## src/rtl/alu_pkg.sv

```systemverilog
// Shared definitions for the accumulator ALU sequencer.
// Contents: default operand width, status and internal state codes,
// operation codes, and one-hot datapath selector constants.
package alu_pkg;

  localparam int WIDTH = 8;

  // Externally visible status codes
  localparam logic [1:0] S_off       = 2'b00;
  localparam logic [1:0] S_ready     = 2'b01;
  localparam logic [1:0] S_run       = 2'b10;
  localparam logic [1:0] S_run_error = 2'b11;

  // Internal sequencer states
  localparam logic [2:0] ST_OFF     = 3'd0;
  localparam logic [2:0] ST_IDLE    = 3'd1;
  localparam logic [2:0] ST_ISSUE   = 3'd2;
  localparam logic [2:0] ST_CAPTURE = 3'd3;
  localparam logic [2:0] ST_DONE    = 3'd4;
  localparam logic [2:0] ST_ERROR   = 3'd5;

  // Operation codes
  localparam logic [2:0] OP_AND   = 3'd0;
  localparam logic [2:0] OP_OR    = 3'd1;
  localparam logic [2:0] OP_NOT   = 3'd2;
  localparam logic [2:0] OP_XOR   = 3'd3;
  localparam logic [2:0] OP_ADD   = 3'd4;
  localparam logic [2:0] OP_SUB   = 3'd5;
  localparam logic [2:0] OP_MULT  = 3'd6;
  localparam logic [2:0] OP_CLEAR = 3'd7;

  // Datapath input selector {persist, load, reset}
  localparam logic [2:0] SEL_PERSIST = 3'b100;
  localparam logic [2:0] SEL_LOAD    = 3'b010;
  localparam logic [2:0] SEL_RESET   = 3'b001;

  // Datapath output selector, bit6..bit0
  localparam logic [6:0] OUT_AND  = 7'b1000000;
  localparam logic [6:0] OUT_OR   = 7'b0100000;
  localparam logic [6:0] OUT_NOT  = 7'b0010000;
  localparam logic [6:0] OUT_XOR  = 7'b0001000;
  localparam logic [6:0] OUT_ADD  = 7'b0000100;
  localparam logic [6:0] OUT_SUB  = 7'b0000010;
  localparam logic [6:0] OUT_MULT = 7'b0000001;
  localparam logic [6:0] OUT_NONE = 7'b0000000;

  // Collapse internal state onto the 2-bit status code
  function automatic logic [1:0] statusOf(input logic [2:0] s);
    case (s)
      ST_OFF:   return S_off;
      ST_IDLE:  return S_ready;
      ST_ERROR: return S_run_error;
      default:  return S_run;
    endcase
  endfunction

endpackage

```

## src/rtl/alu_sequencer_if.sv

```systemverilog
// Command/response handshake bundle between a command source and the
// sequencer.
//   master: drives cmd_valid/cmd_op/cmd_load/cmd_acc/cmd_operand, rsp_ready
//   slave : drives cmd_ready, rsp_valid/rsp_data/rsp_error
interface alu_sequencer_if #(parameter int WIDTH = alu_pkg::WIDTH);

  logic             cmd_valid;
  logic             cmd_ready;
  logic [2:0]       cmd_op;
  logic             cmd_load;
  logic [WIDTH-1:0] cmd_acc;
  logic [WIDTH-1:0] cmd_operand;

  logic             rsp_valid;
  logic             rsp_ready;
  logic [WIDTH-1:0] rsp_data;
  logic             rsp_error;

  modport master (
    output cmd_valid, cmd_op, cmd_load, cmd_acc, cmd_operand, rsp_ready,
    input  cmd_ready, rsp_valid, rsp_data, rsp_error
  );

  modport slave (
    input  cmd_valid, cmd_op, cmd_load, cmd_acc, cmd_operand, rsp_ready,
    output cmd_ready, rsp_valid, rsp_data, rsp_error
  );

endinterface

```

## src/rtl/alu_op_decode.sv

```systemverilog
// Combinational decode of an operation code.
//   op      in  3  operation code
//   outSel  out 7  one-hot datapath output selector (0 for CLEAR)
//   isClear out 1  operation is CLEAR
module alu_op_decode
  import alu_pkg::*;
(
  input  logic [2:0] op,
  output logic [6:0] outSel,
  output logic       isClear
);

  always_comb begin
    outSel  = OUT_NONE;
    isClear = 1'b0;
    case (op)
      OP_AND:  outSel = OUT_AND;
      OP_OR:   outSel = OUT_OR;
      OP_NOT:  outSel = OUT_NOT;
      OP_XOR:  outSel = OUT_XOR;
      OP_ADD:  outSel = OUT_ADD;
      OP_SUB:  outSel = OUT_SUB;
      OP_MULT: outSel = OUT_MULT;
      default: isClear = 1'b1;
    endcase
  end

endmodule

```

## src/rtl/alu_sequencer.sv

```systemverilog
// Command-level controller for the accumulator ALU datapath.
//   clk, rst          clock, synchronous active-high reset
//   on                enable, sampled in OFF and IDLE
//   bus (slave)       command/response handshake
//   alu_in_selector   one-hot {persist, load, reset} to datapath
//   alu_num1/num2     operands to datapath
//   alu_out_selector  one-hot operation select to datapath
//   alu_result        datapath result, valid the cycle after issue
//   alu_overflow      datapath multiply overflow
//   state             status: off / ready / run / run_error
module alu_sequencer
  import alu_pkg::*;
#(
  parameter int WIDTH = alu_pkg::WIDTH
) (
  input  logic             clk,
  input  logic             rst,
  input  logic             on,
  alu_sequencer_if.slave   bus,
  output logic [2:0]       alu_in_selector,
  output logic [WIDTH-1:0] alu_num1,
  output logic [WIDTH-1:0] alu_num2,
  output logic [6:0]       alu_out_selector,
  input  logic [WIDTH-1:0] alu_result,
  input  logic             alu_overflow,
  output logic [1:0]       state
);

  logic [2:0]       stateQ;
  logic [2:0]       opQ;
  logic             loadQ;
  logic [WIDTH-1:0] accInQ;
  logic [WIDTH-1:0] operandQ;
  logic [WIDTH-1:0] accQ;
  logic [WIDTH-1:0] rspDataQ;
  logic             rspErrorQ;
  logic [6:0]       outSelQ;

  logic [6:0]       decOutSel;
  logic             decClear;
  logic [WIDTH-1:0] capData;
  logic             capError;

  alu_op_decode opDecode (
    .op      (opQ),
    .outSel  (decOutSel),
    .isClear (decClear)
  );

  assign capData  = decClear ? '0 : alu_result;
  assign capError = (opQ == OP_MULT) & alu_overflow;

  assign bus.cmd_ready = (stateQ == ST_IDLE);
  assign bus.rsp_valid = (stateQ == ST_DONE);
  assign bus.rsp_data  = rspDataQ;
  assign bus.rsp_error = rspErrorQ;
  assign state         = statusOf(stateQ);

  // Persist is never used: the datapath recirculates on it every clock,
  // so chaining goes through accQ and a fresh load instead.
  always_comb begin
    alu_in_selector  = SEL_RESET;
    alu_num1         = '0;
    alu_num2         = '0;
    alu_out_selector = outSelQ;
    if (stateQ == ST_ISSUE) begin
      alu_out_selector = decOutSel;
      if (!decClear) begin
        alu_in_selector = SEL_LOAD;
        alu_num1        = loadQ ? accInQ : accQ;
        alu_num2        = operandQ;
      end
    end
  end

  always_ff @(posedge clk) begin
    if (rst) begin
      stateQ    <= ST_OFF;
      accQ      <= '0;
      rspDataQ  <= '0;
      rspErrorQ <= 1'b0;
      outSelQ   <= OUT_NONE;
    end else begin
      case (stateQ)
        ST_OFF: if (on) stateQ <= ST_IDLE;
        ST_IDLE: begin
          if (!on) begin
            stateQ <= ST_OFF;
          end else if (bus.cmd_valid) begin
            opQ      <= bus.cmd_op;
            loadQ    <= bus.cmd_load;
            accInQ   <= bus.cmd_acc;
            operandQ <= bus.cmd_operand;
            stateQ   <= ST_ISSUE;
          end
        end
        ST_ISSUE: begin
          outSelQ <= decOutSel;
          stateQ  <= ST_CAPTURE;
        end
        ST_CAPTURE: begin
          rspDataQ  <= capData;
          rspErrorQ <= capError;
          accQ      <= capError ? '0 : capData;
          stateQ    <= ST_DONE;
        end
        ST_DONE: if (bus.rsp_ready) stateQ <= rspErrorQ ? ST_ERROR : ST_IDLE;
        ST_ERROR: stateQ <= ST_IDLE;
        default:  stateQ <= ST_OFF;
      endcase
    end
  end

endmodule

```

## src/flat_wrapper.sv

```systemverilog
// flat-port wrapper written by rule: the top's interface ports become plain ports
module alu_sequencer_flat import alu_pkg::*;
#(
  parameter int WIDTH = alu_pkg::WIDTH
)
  (clk, rst, on, alu_in_selector, alu_num1, alu_num2, alu_out_selector, alu_result, alu_overflow, state, bus_cmd_valid, bus_cmd_op, bus_cmd_load, bus_cmd_acc, bus_cmd_operand, bus_rsp_ready, bus_cmd_ready, bus_rsp_valid, bus_rsp_data, bus_rsp_error);
  alu_sequencer_if #(.WIDTH(WIDTH)) bus_i ();
  input  logic clk;
  input  logic rst;
  input  logic on;
  output logic [2:0] alu_in_selector;
  output logic [WIDTH-1:0] alu_num1;
  output logic [WIDTH-1:0] alu_num2;
  output logic [6:0] alu_out_selector;
  input  logic [WIDTH-1:0] alu_result;
  input  logic alu_overflow;
  output logic [1:0] state;
  input wire logic [$bits(bus_i.cmd_valid)-1:0] bus_cmd_valid;
  input wire logic [$bits(bus_i.cmd_op)-1:0] bus_cmd_op;
  input wire logic [$bits(bus_i.cmd_load)-1:0] bus_cmd_load;
  input wire logic [$bits(bus_i.cmd_acc)-1:0] bus_cmd_acc;
  input wire logic [$bits(bus_i.cmd_operand)-1:0] bus_cmd_operand;
  input wire logic [$bits(bus_i.rsp_ready)-1:0] bus_rsp_ready;
  output wire logic [$bits(bus_i.cmd_ready)-1:0] bus_cmd_ready;
  output wire logic [$bits(bus_i.rsp_valid)-1:0] bus_rsp_valid;
  output wire logic [$bits(bus_i.rsp_data)-1:0] bus_rsp_data;
  output wire logic [$bits(bus_i.rsp_error)-1:0] bus_rsp_error;
  assign bus_i.cmd_valid = bus_cmd_valid;
  assign bus_i.cmd_op = bus_cmd_op;
  assign bus_i.cmd_load = bus_cmd_load;
  assign bus_i.cmd_acc = bus_cmd_acc;
  assign bus_i.cmd_operand = bus_cmd_operand;
  assign bus_i.rsp_ready = bus_rsp_ready;
  assign bus_cmd_ready = bus_i.cmd_ready;
  assign bus_rsp_valid = bus_i.rsp_valid;
  assign bus_rsp_data = bus_i.rsp_data;
  assign bus_rsp_error = bus_i.rsp_error;
  alu_sequencer #(.WIDTH(WIDTH)) u_core (.clk(clk), .rst(rst), .on(on), .bus(bus_i), .alu_in_selector(alu_in_selector), .alu_num1(alu_num1), .alu_num2(alu_num2), .alu_out_selector(alu_out_selector), .alu_result(alu_result), .alu_overflow(alu_overflow), .state(state));
endmodule
```

## config.mk

```make
export PLATFORM = sky130hd
export DESIGN_NAME = alu_sequencer_flat
export DESIGN_NICKNAME = d
export VERILOG_FILES = /design/src/rtl/alu_pkg.sv /design/src/rtl/alu_sequencer_if.sv /design/src/rtl/alu_op_decode.sv /design/src/rtl/alu_sequencer.sv /design/src/flat_wrapper.sv
export SDC_FILE = /design/constraint.sdc
export NUM_CORES = 1
export LEC_CHECK = 0
export BUFFER_PORTS_ARGS = -buffer_cell sky130_fd_sc_hd__clkbuf_2
export CELL_PAD_IN_SITES_DETAIL_PLACEMENT = 2
export CELL_PAD_IN_SITES_GLOBAL_PLACEMENT = 2
export CORE_MARGIN = 5
export CORE_UTILIZATION = 31
export DETAILED_ROUTE_END_ITERATION = 8
export GPL_ROUTABILITY_DRIVEN = 1
export PLACE_DENSITY = 0.9
export SKIP_LAST_GASP = 1
export SYNTH_ARGS = -nofsm -noshare
export SYNTH_HDL_FRONTEND = slang
export SYNTH_SLANG_ARGS = --single-unit
```

## constraint.sdc

```tcl
create_clock -name clk -period 5.45 [get_ports clk]
set_input_delay 0.2725 -clock clk [delete_from_list [all_inputs] [get_ports clk]]
set_output_delay 0.2725 -clock clk [all_outputs]
set_load 0.05 [all_outputs]
```

; ---- Yosys cells after proc, flatten, opt, wreduce, memory -nomap -nowiden
; Index checks and enable logic that the tools add are counted.
[totals]
register_bits = 47
latch_bits = 0
ram_bits = 0
romBits = 0
inputBits = 34
out_inout_bits = 39
wordCells = 48
memories = 0
[op_classes]
addsub = 0
mul = 0
div = 0
magnitude_cmp = 0
n_eq_ne = 14
n_shift = 0
n_mux = 18
n_bitwise = 2
n_reduce_logical = 5
[ops]
columns = op, n
row1 = $mux 8, 7
row2 = $pmux 7 s7, 1
row3 = $mux 3, 6
row4 = $pmux 3 s6, 1
row5 = $eq 3x3->1 const B, 5
row6 = $eq 3x2->1 const B, 4
row7 = $mux 7, 1
row8 = $reduce_or 7->1, 1
row9 = $eq 3x1->1 const B, 2
row10 = $logic_not 3->1, 2
row11 = $pmux 2 s3, 1
row12 = $ne 2x2->1 const B, 2
row13 = $reduce_and 4->1, 1
row14 = $ne 3x3->1 const B, 1
row15 = $reduce_and 3->1, 1
row16 = $mux 2, 1
row17 = $and 1x1->1, 1
row18 = $not 1->1, 1

; ---- Depth between registers and ports, before layout
[logic_depth]
word_depth = 4
ltp_mapped = 5

; ---- By module
; From an unflattened synthesis, not the netlist that was laid out.
[unflattened]
hier_cells = 191
area_unflattened_um2 = 2030.7
[by_module_without_submodules]
columns = module, n_inst, cells_per_inst, area_per_inst_um2, seq_area_each_um2
row1 = alu_sequencer, 1, 183, 1965.6, 1141.1
row2 = alu_op_decode, 1, 8, 65.1, 0.0

; ---- Least setup slack after synthesis
; No wires, ideal clock.
[synth_path]
kind = reg-to-reg
start = register u_core.stateQ[0]
end = register u_core.accInQ[0] (enable)
arrival_time_ns = 2.964
t_required_ns = 5.072
slack_ns = 2.107
path_stages_with_launch = 5
path_buffers = 1
synth_period_minus_slack_ns = 3.343
cell_sequence = dfxtp_1 -> clkbuf_1 -> nor2b_1 -> nor2b_1 -> and4b_1
[synth_via]
elab_chain_cells = 2
[synth_lines]
columns = item, line_no
row1 = from (decl), alu_sequencer.sv:29  ; logic [2:0] stateQ;
row2 = from (signal assigned), alu_sequencer.sv:107  ; ST_DONE: if (bus.rsp_ready) stateQ <= rspErrorQ ? ST_ERROR : ST_IDLE;
row3 = $eq 3x1->1, --
row4 = via bus_cmd_ready, flat_wrapper.sv:24  ; output wire logic [$bits(bus_i.cmd_ready)-1:0] bus_cmd_ready;
row5 = $reduce_and 4->1 (no source line), --
row6 = to (signal assigned), alu_sequencer.sv:92  ; accInQ <= bus.cmd_acc;
row7 = to (decl), alu_sequencer.sv:32  ; logic [WIDTH-1:0] accInQ;
; The timed path passes the listed nets, and every way through them passes these cells.
; A chain may end at the register's enable or synchronous reset.

; ---- Final worst setup path
[layout_path]
start = register u_core.opQ[2]
end = output alu_num1[3]
[layout_via]
elab_chain_cells = 4
word_cells_on_any_way = 10
cone_classes = eq/ne: 6 / mux: 2 / reduce/logical: 2
[layout_lines]
columns = item, line_no
row1 = from (decl), alu_sequencer.sv:30  ; logic [2:0] opQ;
row2 = from (signal assigned), alu_sequencer.sv:90  ; opQ <= bus.cmd_op;
row3 = $eq 3x3->1 (tied with other cells), alu_op_decode.sv:16  ; case (op)
row4 = $reduce_or 7->1 (no source line) (*), --
row5 = $mux 8 (*), alu_sequencer.sv:68  ; if (!decClear) begin
row6 = $mux 8 (*), alu_sequencer.sv:66  ; if (stateQ == ST_ISSUE) begin
row7 = to (decl), flat_wrapper.sv:12  ; output logic [WIDTH-1:0] alu_num1;
; Every way passes the cells marked *; elsewhere a longest branch is shown, timed or not.

==> reports/results.ini <==
[run_status]
status=completed

[timing]
setup-violations-final=0
hold_violations=0
setup_tns_ns=0
fmax_mhz=392.1
fin_crit_sh_pct=46.80
rsz0062_at_grt=no
relSlewSlack_pct=32.66
period_minus_slack_ns=2.551
worst_slew_pin_slew_ns=1.009
report.final.slew_viol_count=0
worst_clock_skew_ns=0.004605

[floorplan]
ioPinCount=73
fp.dieArea_um2=8060
row_count=29
die_w_um=89.78
die_y_um=89.78
initial_core_util_pct=31.43
core_region_area_um2=6277

[route]
wl_per_cell_um=16.55
wirelength_um=5661
vias_per_cell=4.956
drt-initial-drc-count=29
dr.pass1.iters=4
post-route-drc-count=0
antenna_left=0
vias=1695

[finish]
fillCellCount=717
syn2layout_area_growth_pct=24.86
drive_gt1_share_pct=31.70
layout.cells.non_filler=342
ff_latch_area_um2=1141
multi_input_area_um2=753.2
nets=298
final_cell_area_um2=2464
antenna_cells=0
finish.utilization_pct=39.25

[place]
dp_cells=334
io_buffer_count=71
dp_hpwl_um=4212
gp_congestion=0.6933
place_area_um2=2372

[clock_network]
cts_resized=0
htreeDepth=2
root_buffer=clkbuf_8
clockBufferDepth=2
cts_tree=done
path_clk_slew_ns=0.09
holdBufCountCts=0
clkLatencyLatePin_ns=0.30
post-cts-setup-buffers=0
numCtsBuffers=5
cts_num_sinks=47

[setup_path]
r2r_cells=3
rr_endpoint=u_core.loadQ
start_kind=flop
ff2ff_setup_slack_ns=3.21
arrival_ns=2.28
crit_type=flop to primary output
path_max_fanout=17
critPathCaptureType=primary output
r2r_start=u_core.stateQ[0]
required_ns=5.18
crit_end=alu_num1[3]
crit_start=u_core.opQ[2]

[logic_synthesis]
synth-seq-area-share_pct=57.83
synth-seq-cells=47
syn_inst=199
syn_area_per_cell_um2=9.915
synth_cell_types=40
yosysWarnings=0
syn_nets=233
netlist_area_um2=1973

[power_and_ir_drop]
powerDensity_nw_per_um2=294.4
power_uw=725.3
p_leak_nw=1.072
vdd_ir_drop_max_v=0.0001485

[global_route]
grt_pass1_wl_um=9487
grt_pass1_vias=1881
grt_usage_pct=14.35
antenna_found_initial=0
grt_max_degree=29
gr-total-overflow=0

[flow_run]
drv_cap=0

[min_path]
hold_class=primary input to flop

==> per-stage QoR <==
stage	hold WS [ns]	setup WS (ns)
6_report	0.1465	2.899
5_1_grt	0.1262	2.660
4_1_cts	0.1331	2.824
3_5_place_dp	0.4498	3.158
3_3_place_gp	0.4393	3.214
2_1_floorplan	0.3714	2.107
==> final cells by class <==
class / count / share of cell area, %
clock buffer: 7 / 3.504
clock inverter: 1 / 0.2031
inverter: 5 / 0.7618
multi-input combinational: 133 / 30.57
sequential: 47 / 46.32
tap: 77 / 3.911
timing repair buffer: 72 / 14.73
==> cell usage in the layout, fill, tap and decap left out, types with 2 or more instances in the layout <==
master,synthesis,layout
a21oi_1,23,23
nor2_1,11,11
clkbuf_8,0,6
dfxtp_1,27,27
nor2b_1,4,4
and3b_1,2,2
nand2_1,29,29
inv_1,4,4
clkbuf_2,0,71
nor3b_1,2,2
nand3b_1,3,3
edfxtp_1,20,20
or4_1,2,2
and3_1,8,8
mux2i_1,8,8
nand3_1,19,19
o21ai_0,2,2
==> synth_stat cells <==
cell type	number	area, um^2
buf_1	2	7.510
o21ai_0	2	10.01
or3b_2	1	8.760
o211ai_1	1	7.510
or3_1	1	6.260
nor2b_1	4	25.02
a2111oi_0	1	8.760
buf_2	3	15.01
or3b_1	1	8.760
nor4_1	1	6.260
or4bb_1	1	11.26
a211oi_1	1	7.510
clkinv_1	1	3.750
nand3b_1	3	22.52
and4b_1	1	10.01
nand4_1	1	6.260
inv_1	4	15.01
nand2_1	29	108.9
or4_1	2	15.01
and3b_1	2	17.52
or2_2	1	6.260
dfxtp_1	27	540.5
or4_4	1	11.26
nand3_1	19	95.09
mux2i_1	8	80.08
o21bai_1	1	7.510
clkbuf_1	8	30.03
conb_1	1	3.750
a21oi_2	1	8.760
a21oi_1	23	115.1
and3_1	8	50.05
o21a_1	1	7.510
a31oi_1	1	6.260
a21o_1	1	7.510
edfxtp_1	20	600.6
nor2_1	11	41.29
nor3b_1	2	15.01
mux2_2	1	11.26
and2_1	1	6.260
buf_4	1	7.510
==> how the worst min path moves through the flow <==
| stage | from | end | depth (start not counted) |
|---|---|---|---|
| 6_report | bus_cmd_acc[0] | u_core.accInQ[0] | 1 |
| 3_5_place_dp | u_core.bus.rsp_data[0] | u_core.bus.rsp_data[0] | 2 |
| 4_1_cts | bus_cmd_acc[4] | u_core.accInQ[4] | 1 |
| 5_1_grt | bus_cmd_acc[0] | u_core.accInQ[0] | 1 |
| 2_1_floorplan | bus_cmd_acc[0] | u_core.accInQ[0] | 0 |
| 3_3_place_gp | u_core.bus.rsp_data[6] | u_core.bus.rsp_data[6] | 2 |
==> logic make-up after synthesis <==
kind of cell           synth area share (%)
buffers and inverters                 3.995
AOI/OAI and AO/OA                     9.449
DFF                                   57.83
and+or+nand+nor                       23.91
other                                0.1901
muxes                                 4.629
==> critical path: stages, from the launching register on <==
cell and delay (ns):
edfxtp_1 0.51, nand3_1 0.50, and2_1 0.24, clkinv_1 0.23, nor2_1 0.19, clkbuf_2 0.30
==> power by group <==
group	switching, mW	total, mW	internal [mW]	leakage (nW)
registers	0.0109	0.387	0.376	0.399
logic	0.0878	0.122	0.0339	0.625
clock network	0.114	0.217	0.103	0.0482
total	0.213	0.725	0.512	1.07
==> flip-flops by register name, summed over array words and instances, names as in the netlist <==
signal	flops
u_core.opQ	3
u_core.outSelQ	7
u_core.stateQ	3
u_core.accInQ	8
u_core.accQ	8
u_core.loadQ	1
u_core.operandQ	8
u_core.bus.rsp_data	8
u_core.bus.rsp_error	1
==> routing by layer <==
layer / vias to the layer above / wire [um] / GRT usage [%] / share of wire (%)
li1: 828 / - / - / -
met1: 813 / 2466 / 17.30 / 44
met2: 47 / 2879 / 24.94 / 51
met3: 7 / 259 / 4.007 / 4.6
met4: 0 / 56 / 3.778 / 0.99
met5: - / 0 / 0 / 0
Note: power is estimated with default switching activity, not from simulation.
